## src/rtl/pipe_ctrl_unit_if.sv

```systemverilog
// Bundle between the 5-stage datapath and pipe_ctrl_unit.
//   master : datapath side (drives the ID fields and ex_redirect, receives the
//            enables and the per-stage control fields)
//   slave  : control unit side (the reverse)
// Ports carried: id_valid, id_opcode, id_rs1, id_rs2, id_rd, ex_redirect,
//   pc_write, ifid_write, ifid_flush, id_illegal, illegal_seen,
//   ex_* / mem_* / wb_* stage control fields.
interface pipe_ctrl_unit_if #(
  parameter int OPC_W = 7,
  parameter int RA_W  = 5
);
  logic             id_valid;
  logic [OPC_W-1:0] id_opcode;
  logic [RA_W-1:0]  id_rs1;
  logic [RA_W-1:0]  id_rs2;
  logic [RA_W-1:0]  id_rd;
  logic             ex_redirect;

  logic             pc_write;
  logic             ifid_write;
  logic             ifid_flush;
  logic             id_illegal;
  logic             illegal_seen;

  logic             ex_valid;
  logic             ex_ALUSrc;
  logic             ex_Branch;
  logic [1:0]       ex_ALUOp;
  logic [1:0]       ex_JalType;
  logic [RA_W-1:0]  ex_rd;

  logic             mem_valid;
  logic             mem_MemRead;
  logic             mem_MemWrite;
  logic [RA_W-1:0]  mem_rd;

  logic             wb_valid;
  logic             wb_RegWrite;
  logic             wb_MemtoReg;
  logic [RA_W-1:0]  wb_rd;

  modport master (
    output id_valid, id_opcode, id_rs1, id_rs2, id_rd, ex_redirect,
    input  pc_write, ifid_write, ifid_flush, id_illegal, illegal_seen,
    input  ex_valid, ex_ALUSrc, ex_Branch, ex_ALUOp, ex_JalType, ex_rd,
    input  mem_valid, mem_MemRead, mem_MemWrite, mem_rd,
    input  wb_valid, wb_RegWrite, wb_MemtoReg, wb_rd
  );

  modport slave (
    input  id_valid, id_opcode, id_rs1, id_rs2, id_rd, ex_redirect,
    output pc_write, ifid_write, ifid_flush, id_illegal, illegal_seen,
    output ex_valid, ex_ALUSrc, ex_Branch, ex_ALUOp, ex_JalType, ex_rd,
    output mem_valid, mem_MemRead, mem_MemWrite, mem_rd,
    output wb_valid, wb_RegWrite, wb_MemtoReg, wb_rd
  );
endinterface

```

## src/rtl/pipe_ctrl_unit.sv

```systemverilog
// Pipelined control unit for the 5-stage datapath.
// Decodes the ID opcode, carries the control bundle through ID/EX, EX/MEM
// and MEM/WB, stalls on load-use hazards and squashes ID on EX redirects.
// Ports:
//   clk   rising-edge clock
//   rst_n asynchronous active-low reset (clears every stage to a bubble)
//   bus   pipe_ctrl_unit_if.slave: ID fields and ex_redirect in; PC/IF-ID
//         enables, id_illegal (combinational), illegal_seen (sticky) and the
//         ex_/mem_/wb_ stage control fields out.
module pipe_ctrl_unit #(
  parameter int OPC_W      = 7,
  parameter int RA_W       = 5,
  parameter int EN_IMM_ALU = 1,
  parameter int EN_HAZARD  = 1
) (
  input logic              clk,
  input logic              rst_n,
  pipe_ctrl_unit_if.slave  bus
);

  localparam logic [OPC_W-1:0] OPC_R     = OPC_W'(7'b0110011);
  localparam logic [OPC_W-1:0] OPC_LW    = OPC_W'(7'b0000011);
  localparam logic [OPC_W-1:0] OPC_SW    = OPC_W'(7'b0100011);
  localparam logic [OPC_W-1:0] OPC_BR    = OPC_W'(7'b1100011);
  localparam logic [OPC_W-1:0] OPC_JAL   = OPC_W'(7'b1101111);
  localparam logic [OPC_W-1:0] OPC_JALR  = OPC_W'(7'b1100111);
  localparam logic [OPC_W-1:0] OPC_IALU  = OPC_W'(7'b0010011);
  localparam logic [OPC_W-1:0] OPC_LUI   = OPC_W'(7'b0110111);
  localparam logic [OPC_W-1:0] OPC_AUIPC = OPC_W'(7'b0010111);

  // Decoded ID-stage controls
  logic       dec_legal_s, dec_use_rs1_s, dec_use_rs2_s;
  logic       dec_alusrc_s, dec_branch_s, dec_memread_s, dec_memwrite_s;
  logic       dec_regwrite_s, dec_memtoreg_s;
  logic [1:0] dec_aluop_s, dec_jal_s;

  // Hazard / steering
  logic stall_s, load_s, id_illegal_s;
  logic pc_write_s, ifid_write_s, ifid_flush_s;

  // Stage registers
  logic            ex_valid_r, ex_alusrc_r, ex_branch_r, ex_memread_r;
  logic            ex_memwrite_r, ex_regwrite_r, ex_memtoreg_r;
  logic [1:0]      ex_aluop_r, ex_jal_r;
  logic [RA_W-1:0] ex_rd_r;
  logic            mem_valid_r, mem_memread_r, mem_memwrite_r;
  logic            mem_regwrite_r, mem_memtoreg_r;
  logic [RA_W-1:0] mem_rd_r;
  logic            wb_valid_r, wb_regwrite_r, wb_memtoreg_r;
  logic [RA_W-1:0] wb_rd_r;
  logic            illegal_seen_r;

  // Opcode decode into the control bundle and register-usage flags
  always_comb begin
    dec_legal_s    = 1'b0;
    dec_use_rs1_s  = 1'b0;
    dec_use_rs2_s  = 1'b0;
    dec_alusrc_s   = 1'b0;
    dec_branch_s   = 1'b0;
    dec_memread_s  = 1'b0;
    dec_memwrite_s = 1'b0;
    dec_regwrite_s = 1'b0;
    dec_memtoreg_s = 1'b0;
    dec_aluop_s    = 2'b00;
    dec_jal_s      = 2'b00;
    case (bus.id_opcode)
      OPC_R: begin
        dec_legal_s = 1'b1; dec_use_rs1_s = 1'b1; dec_use_rs2_s = 1'b1;
        dec_regwrite_s = 1'b1; dec_aluop_s = 2'b10;
      end
      OPC_LW: begin
        dec_legal_s = 1'b1; dec_use_rs1_s = 1'b1;
        dec_alusrc_s = 1'b1; dec_memread_s = 1'b1; dec_memtoreg_s = 1'b1;
        dec_regwrite_s = 1'b1;
      end
      OPC_SW: begin
        dec_legal_s = 1'b1; dec_use_rs1_s = 1'b1; dec_use_rs2_s = 1'b1;
        dec_alusrc_s = 1'b1; dec_memwrite_s = 1'b1;
      end
      OPC_BR: begin
        dec_legal_s = 1'b1; dec_use_rs1_s = 1'b1; dec_use_rs2_s = 1'b1;
        dec_branch_s = 1'b1; dec_aluop_s = 2'b01;
      end
      OPC_JAL: begin
        dec_legal_s = 1'b1; dec_regwrite_s = 1'b1;
        dec_jal_s = 2'b10; dec_aluop_s = 2'b10;
      end
      OPC_JALR: begin
        dec_legal_s = 1'b1; dec_use_rs1_s = 1'b1; dec_alusrc_s = 1'b1;
        dec_regwrite_s = 1'b1; dec_jal_s = 2'b01; dec_aluop_s = 2'b10;
      end
      OPC_IALU: begin
        if (EN_IMM_ALU != 0) begin
          dec_legal_s = 1'b1; dec_use_rs1_s = 1'b1; dec_alusrc_s = 1'b1;
          dec_regwrite_s = 1'b1; dec_aluop_s = 2'b11;
        end else begin
          dec_legal_s = 1'b0;
        end
      end
      OPC_LUI, OPC_AUIPC: begin
        if (EN_IMM_ALU != 0) begin
          dec_legal_s = 1'b1; dec_alusrc_s = 1'b1; dec_regwrite_s = 1'b1;
        end else begin
          dec_legal_s = 1'b0;
        end
      end
      default: begin
        dec_legal_s = 1'b0;
      end
    endcase
  end

  // Load-use detection and PC/IF-ID steering; redirect beats stall
  always_comb begin
    id_illegal_s = bus.id_valid & ~dec_legal_s;
    if (EN_HAZARD != 0) begin
      stall_s = bus.id_valid & ex_valid_r & ex_memread_r &
                (ex_rd_r != {RA_W{1'b0}}) &
                ((dec_use_rs1_s & (ex_rd_r == bus.id_rs1)) |
                 (dec_use_rs2_s & (ex_rd_r == bus.id_rs2)));
    end else begin
      stall_s = 1'b0;
    end
    if (bus.ex_redirect) begin
      pc_write_s = 1'b1; ifid_write_s = 1'b1; ifid_flush_s = 1'b1;
      load_s     = 1'b0;
    end else if (stall_s) begin
      pc_write_s = 1'b0; ifid_write_s = 1'b0; ifid_flush_s = 1'b0;
      load_s     = 1'b0;
    end else begin
      pc_write_s = 1'b1; ifid_write_s = 1'b1; ifid_flush_s = 1'b0;
      // Invalid or illegal ID slots enter EX as bubbles
      load_s     = bus.id_valid & dec_legal_s;
    end
  end

  // ID/EX register: decoded bundle or bubble
  always_ff @(posedge clk or negedge rst_n) begin
    if (!rst_n) begin
      ex_valid_r <= 1'b0; ex_alusrc_r <= 1'b0; ex_branch_r <= 1'b0;
      ex_memread_r <= 1'b0; ex_memwrite_r <= 1'b0; ex_regwrite_r <= 1'b0;
      ex_memtoreg_r <= 1'b0; ex_aluop_r <= 2'b00; ex_jal_r <= 2'b00;
      ex_rd_r <= {RA_W{1'b0}};
    end else if (load_s) begin
      ex_valid_r <= 1'b1; ex_alusrc_r <= dec_alusrc_s;
      ex_branch_r <= dec_branch_s; ex_memread_r <= dec_memread_s;
      ex_memwrite_r <= dec_memwrite_s; ex_regwrite_r <= dec_regwrite_s;
      ex_memtoreg_r <= dec_memtoreg_s; ex_aluop_r <= dec_aluop_s;
      ex_jal_r <= dec_jal_s; ex_rd_r <= bus.id_rd;
    end else begin
      ex_valid_r <= 1'b0; ex_alusrc_r <= 1'b0; ex_branch_r <= 1'b0;
      ex_memread_r <= 1'b0; ex_memwrite_r <= 1'b0; ex_regwrite_r <= 1'b0;
      ex_memtoreg_r <= 1'b0; ex_aluop_r <= 2'b00; ex_jal_r <= 2'b00;
      ex_rd_r <= {RA_W{1'b0}};
    end
  end

  // EX/MEM and MEM/WB registers advance every cycle
  always_ff @(posedge clk or negedge rst_n) begin
    if (!rst_n) begin
      mem_valid_r <= 1'b0; mem_memread_r <= 1'b0; mem_memwrite_r <= 1'b0;
      mem_regwrite_r <= 1'b0; mem_memtoreg_r <= 1'b0; mem_rd_r <= {RA_W{1'b0}};
      wb_valid_r <= 1'b0; wb_regwrite_r <= 1'b0; wb_memtoreg_r <= 1'b0;
      wb_rd_r <= {RA_W{1'b0}};
    end else begin
      mem_valid_r <= ex_valid_r; mem_memread_r <= ex_memread_r;
      mem_memwrite_r <= ex_memwrite_r; mem_regwrite_r <= ex_regwrite_r;
      mem_memtoreg_r <= ex_memtoreg_r; mem_rd_r <= ex_rd_r;
      wb_valid_r <= mem_valid_r; wb_regwrite_r <= mem_regwrite_r;
      wb_memtoreg_r <= mem_memtoreg_r; wb_rd_r <= mem_rd_r;
    end
  end

  // Sticky illegal flag; a squashed illegal instruction does not count
  always_ff @(posedge clk or negedge rst_n) begin
    if (!rst_n) begin
      illegal_seen_r <= 1'b0;
    end else if (id_illegal_s & ~bus.ex_redirect) begin
      illegal_seen_r <= 1'b1;
    end else begin
      illegal_seen_r <= illegal_seen_r;
    end
  end

  assign bus.pc_write     = pc_write_s;
  assign bus.ifid_write   = ifid_write_s;
  assign bus.ifid_flush   = ifid_flush_s;
  assign bus.id_illegal   = id_illegal_s;
  assign bus.illegal_seen = illegal_seen_r;
  assign bus.ex_valid     = ex_valid_r;
  assign bus.ex_ALUSrc    = ex_alusrc_r;
  assign bus.ex_Branch    = ex_branch_r;
  assign bus.ex_ALUOp     = ex_aluop_r;
  assign bus.ex_JalType   = ex_jal_r;
  assign bus.ex_rd        = ex_rd_r;
  assign bus.mem_valid    = mem_valid_r;
  assign bus.mem_MemRead  = mem_memread_r;
  assign bus.mem_MemWrite = mem_memwrite_r;
  assign bus.mem_rd       = mem_rd_r;
  assign bus.wb_valid     = wb_valid_r;
  assign bus.wb_RegWrite  = wb_regwrite_r;
  assign bus.wb_MemtoReg  = wb_memtoreg_r;
  assign bus.wb_rd        = wb_rd_r;

endmodule

```

## src/flat_wrapper.sv

```systemverilog
// flat-port wrapper written by rule: the top's interface ports become plain ports
module pipe_ctrl_unit_flat 
#(
  parameter int OPC_W      = 7,
  parameter int RA_W       = 5,
  parameter int EN_IMM_ALU = 1,
  parameter int EN_HAZARD  = 1
)
  (clk, rst_n, bus_id_valid, bus_id_opcode, bus_id_rs1, bus_id_rs2, bus_id_rd, bus_ex_redirect, bus_pc_write, bus_ifid_write, bus_ifid_flush, bus_id_illegal, bus_illegal_seen, bus_ex_valid, bus_ex_ALUSrc, bus_ex_Branch, bus_ex_ALUOp, bus_ex_JalType, bus_ex_rd, bus_mem_valid, bus_mem_MemRead, bus_mem_MemWrite, bus_mem_rd, bus_wb_valid, bus_wb_RegWrite, bus_wb_MemtoReg, bus_wb_rd);
  pipe_ctrl_unit_if #(.OPC_W(OPC_W), .RA_W(RA_W)) bus_i ();
  input logic clk;
  input logic rst_n;
  input wire logic [$bits(bus_i.id_valid)-1:0] bus_id_valid;
  input wire logic [$bits(bus_i.id_opcode)-1:0] bus_id_opcode;
  input wire logic [$bits(bus_i.id_rs1)-1:0] bus_id_rs1;
  input wire logic [$bits(bus_i.id_rs2)-1:0] bus_id_rs2;
  input wire logic [$bits(bus_i.id_rd)-1:0] bus_id_rd;
  input wire logic [$bits(bus_i.ex_redirect)-1:0] bus_ex_redirect;
  output wire logic [$bits(bus_i.pc_write)-1:0] bus_pc_write;
  output wire logic [$bits(bus_i.ifid_write)-1:0] bus_ifid_write;
  output wire logic [$bits(bus_i.ifid_flush)-1:0] bus_ifid_flush;
  output wire logic [$bits(bus_i.id_illegal)-1:0] bus_id_illegal;
  output wire logic [$bits(bus_i.illegal_seen)-1:0] bus_illegal_seen;
  output wire logic [$bits(bus_i.ex_valid)-1:0] bus_ex_valid;
  output wire logic [$bits(bus_i.ex_ALUSrc)-1:0] bus_ex_ALUSrc;
  output wire logic [$bits(bus_i.ex_Branch)-1:0] bus_ex_Branch;
  output wire logic [$bits(bus_i.ex_ALUOp)-1:0] bus_ex_ALUOp;
  output wire logic [$bits(bus_i.ex_JalType)-1:0] bus_ex_JalType;
  output wire logic [$bits(bus_i.ex_rd)-1:0] bus_ex_rd;
  output wire logic [$bits(bus_i.mem_valid)-1:0] bus_mem_valid;
  output wire logic [$bits(bus_i.mem_MemRead)-1:0] bus_mem_MemRead;
  output wire logic [$bits(bus_i.mem_MemWrite)-1:0] bus_mem_MemWrite;
  output wire logic [$bits(bus_i.mem_rd)-1:0] bus_mem_rd;
  output wire logic [$bits(bus_i.wb_valid)-1:0] bus_wb_valid;
  output wire logic [$bits(bus_i.wb_RegWrite)-1:0] bus_wb_RegWrite;
  output wire logic [$bits(bus_i.wb_MemtoReg)-1:0] bus_wb_MemtoReg;
  output wire logic [$bits(bus_i.wb_rd)-1:0] bus_wb_rd;
  assign bus_i.id_valid = bus_id_valid;
  assign bus_i.id_opcode = bus_id_opcode;
  assign bus_i.id_rs1 = bus_id_rs1;
  assign bus_i.id_rs2 = bus_id_rs2;
  assign bus_i.id_rd = bus_id_rd;
  assign bus_i.ex_redirect = bus_ex_redirect;
  assign bus_pc_write = bus_i.pc_write;
  assign bus_ifid_write = bus_i.ifid_write;
  assign bus_ifid_flush = bus_i.ifid_flush;
  assign bus_id_illegal = bus_i.id_illegal;
  assign bus_illegal_seen = bus_i.illegal_seen;
  assign bus_ex_valid = bus_i.ex_valid;
  assign bus_ex_ALUSrc = bus_i.ex_ALUSrc;
  assign bus_ex_Branch = bus_i.ex_Branch;
  assign bus_ex_ALUOp = bus_i.ex_ALUOp;
  assign bus_ex_JalType = bus_i.ex_JalType;
  assign bus_ex_rd = bus_i.ex_rd;
  assign bus_mem_valid = bus_i.mem_valid;
  assign bus_mem_MemRead = bus_i.mem_MemRead;
  assign bus_mem_MemWrite = bus_i.mem_MemWrite;
  assign bus_mem_rd = bus_i.mem_rd;
  assign bus_wb_valid = bus_i.wb_valid;
  assign bus_wb_RegWrite = bus_i.wb_RegWrite;
  assign bus_wb_MemtoReg = bus_i.wb_MemtoReg;
  assign bus_wb_rd = bus_i.wb_rd;
  pipe_ctrl_unit #(.OPC_W(OPC_W), .RA_W(RA_W), .EN_IMM_ALU(EN_IMM_ALU), .EN_HAZARD(EN_HAZARD)) u_core (.clk(clk), .rst_n(rst_n), .bus(bus_i));
endmodule
```

## config.mk

```make
export PLATFORM = sky130hd
export DESIGN_NAME = pipe_ctrl_unit_flat
export DESIGN_NICKNAME = d
export VERILOG_FILES = /design/src/rtl/pipe_ctrl_unit_if.sv /design/src/rtl/pipe_ctrl_unit.sv /design/src/flat_wrapper.sv
export SDC_FILE = /design/constraint.sdc
export NUM_CORES = 1
export LEC_CHECK = 0
export CAP_MARGIN = 20
export CORE_UTILIZATION = 40
export CTS_CLUSTER_DIAMETER = 60
export DETAILED_ROUTE_END_ITERATION = 16
export GPL_TIMING_DRIVEN = 1
export PLACE_DENSITY = 0.76
export SYNTH_ARGS = -nofsm -noshare
export SYNTH_HDL_FRONTEND = slang
export SYNTH_SLANG_ARGS = --single-unit
```

## constraint.sdc

```tcl
create_clock -name clk -period 4.65 [get_ports clk]
set_input_delay 0.93 -clock clk [delete_from_list [all_inputs] [get_ports clk]]
set_output_delay 0.93 -clock clk [all_outputs]
set_load 0.05 [all_outputs]
```

==> qor.yml <==
ys_warn_count: 0
tns_ns: 0
hpwl_mm: 2.367
cp_common_cell: "clkdlybuf4s50_1"
reg2reg_to: "u_core.bus.ex_ALUOp[0]"
clkTransAtPathRegs_ns: 0.09
routed_wl_mm: 3.090
crit_path_top_delay_cell: "clkdlybuf4s50_1"
cp_cell_sequence: "clkdlybuf4s50_1 > nand3b_1 > o32a_1 > or2_2 > and2_1 > clkdlybuf4s50_1"
hp-start: "u_core.mem_regwrite_r"
wl_per_cell_microns: 15.00
synth.avg_cell_area_sq_um: 13.79
fin_crit_sh_pct: 88.56
holdBufCountCts: 0
synth_most_common_cell: "dfrtp_1"
final_layout_size_suffix_gt1_share_pct: 19.75
finalSetupViolCount: 0
drv_slew: 0
start_kind: "input port"
initial_utilization_pct: 43.29
reg2reg_from: "u_core.bus.ex_rd[0]"
nets: 187
fillerInstances: 265
min_delay_path_depth: 0
clock-skew-final_ns: 0.003219
cts_tree: "built"
grtUsageTotal_pct: 18.71
peakVddDrop_mv: 0.1211
rrSetupSlack_ns: 2.58
die_x_microns: 60.42
finalNonFillerCells: 206
relSlewSlack_pct: 49.56
min_to: "u_core.bus.wb_RegWrite"
grt_pass1_vias: 1010
utilization_pct: 63.97
post-route-drc-count: 0
asyncSetResetFlopFracSynth_pct: 100.0
rsz0062_at_grt: "false"
placed_area_sq_um: 1966
first_iter_violations: 37
grt.overflow.total: 0
synth_common_cells: "dfrtp_1 (33), xor2_1 (6), nor2_1 (5), nor3b_2 (5), xnor2_1 (4)"
routabilityCongestion: 0.8109
synth-edff-count: 0
first_pass_iters: 4
yosysTopAreaCellShare_pct: 60.49
areaGrowthSynthToFinish_pct: 47.75
num_antenna_cells: 0
vias: 1012
die_h_microns: 60.42
synth.largest_area_cell: "dfrtp_1"
period_needed_ns: 4.118
portBuffers: 58
numCtsBuffers: 5
crit_fanout: 10
area.sequential_sq_um: 825.8
dp_cells: 198
grt_pass1_wl_mm: 4.857
clock-sinks: 33
antenna_found_initial: 0
ctsResizeCount: 0
clock-root-buffer: "clkbuf_4"
cpPeakStageDelay_ns: 0.69
yosysSeqAreaShare_pct: 60.49
worstSetupPathType: "input port to primary output"
io_pins: 59
critical_path_buf_inv_count: 2
path_depth: 6
num_rows: 20
fin_area_sq_um: 2017
power_density_nw_per_um2: 247.3
dieArea_sq_um: 3650
power.leakage_nw: 0.8448
arrival_ns: 3.19
h-tree-depth: 2
multi_input_area_sq_um: 490.5
syn_nets: 125
synth_flop_cell: "dfrtp_1"
reg2reg_depth: 5
cpLargestDelayFamily: "buffers and inverters"
ant_nets: 0
synth_cell_types: 38
cp.required_ns: 3.72
clk_latency_ns: 0.32
syn_area_sq_um: 1365
core_area_sq_um: 3153
status: "completed"
postSynthCellCount: 99
fmax_mhz: 242.8
min_path_type: "register to register"
viasPerCell: 4.913
grt_start_max_net_pins: 34
end_kind: "primary output"
postCtsSetupRepairBufs: 0
hold_viol: 0
clock_path_buffers: 2
worst_pin_slew_ns: 0.7546
ys_ff_latch: 33
cap_violations: 0
synth_top_cells_by_area: "dfrtp_1 (60%), nor3b_2 (4.6%), xor2_1 (3.8%)"
==> power by group <==
part           internal (mW)  total [mW]  switching [mW]
clock network         0.0575       0.148          0.0902
logic                 0.0313      0.0623          0.0310
registers              0.288       0.289        0.000878
==> worst max-delay path by stage <==
stage	slack, ns	startpoint	endpoint
after floorplan	1.15	bus_id_opcode[1]	bus_pc_write
after global placement	0.62	bus_id_opcode[6]	bus_id_illegal
after CTS	0.53	bus_id_opcode[6]	bus_id_illegal
after detailed placement	0.55	bus_id_opcode[6]	bus_id_illegal
after global routing	0.42	bus_id_opcode[6]	bus_id_illegal
final	0.53	bus_id_opcode[6]	bus_id_illegal
==> sequential cells by signal, indices dropped and copies added, names as in the netlist, 2 cells and up <==
signal	count
u_core.bus.wb_rd	5
u_core.bus.ex_rd	5
u_core.bus.mem_rd	5
u_core.bus.ex_ALUOp	2
u_core.bus.ex_JalType	2
==> layout make-up <==
| class | count | share of cell area [%] |
|---|---|---|
| sequential | 33 | 40.94 |
| timing repair buffer | 60 | 29.28 |
| multi-input combinational | 60 | 24.32 |
| tap | 44 | 2.730 |
| clock buffer | 6 | 2.047 |
| clock inverter | 2 | 0.4963 |
| inverter | 1 | 0.1861 |
==> cell usage in the layout, fill, tap and decap left out, types with 3 or more instances in the layout <==
cell type,netlist,routed
clkbuf_4,0,5
nor2_1,5,5
a2111oi_0,3,3
xor2_1,6,6
nor4_1,3,3
xnor2_1,4,4
clkdlybuf4s50_1,0,56
nor3b_2,5,5
buf_4,2,4
dfrtp_1,33,33
==> routing by layer <==
metal | global-route usage (%) | wire [microns] | share of wire (%) | vias to the layer above
li1 | - | - | - | 477
met5 | 0 | 0 | 0 | -
met2 | 32.97 | 1665 | 54 | 39
met1 | 21.40 | 1227 | 40 | 492
met3 | 3.838 | 161 | 5.2 | 4
met4 | 9.740 | 36 | 1.2 | 0
==> cells by family (layout without fill, tap and decap cells) <==
| kind of cell | count (synthesis) | in the layout | share of synthesized area (%) |
|---|---|---|---|
| AND/OR/NAND/NOR | 39 | 39 | 22.00 |
| flip-flops | 33 | 33 | 60.49 |
| AO/OA/AOI/OAI | 11 | 11 | 7.517 |
| XOR/XNOR | 10 | 10 | 6.416 |
| buffers and inverters | 6 | 69 | 3.574 |
==> metrics by stage <==
| step | worst slack [ns] | power [mW] | hold slack (ns) |
|---|---|---|---|
| after floorplan | 1.145 | 0.3186 | 0.3312 |
| after global placement | 0.6180 | 0.3554 | 0.3330 |
| after detailed placement | 0.5467 | 0.3566 | 0.3389 |
| after CTS | 0.5330 | 0.5029 | 0.3618 |
| after global routing | 0.4236 | 0.5191 | 0.3716 |
| final | 0.5319 | 0.4989 | 0.3574 |
Note: power is estimated with default switching activity, not from simulation.
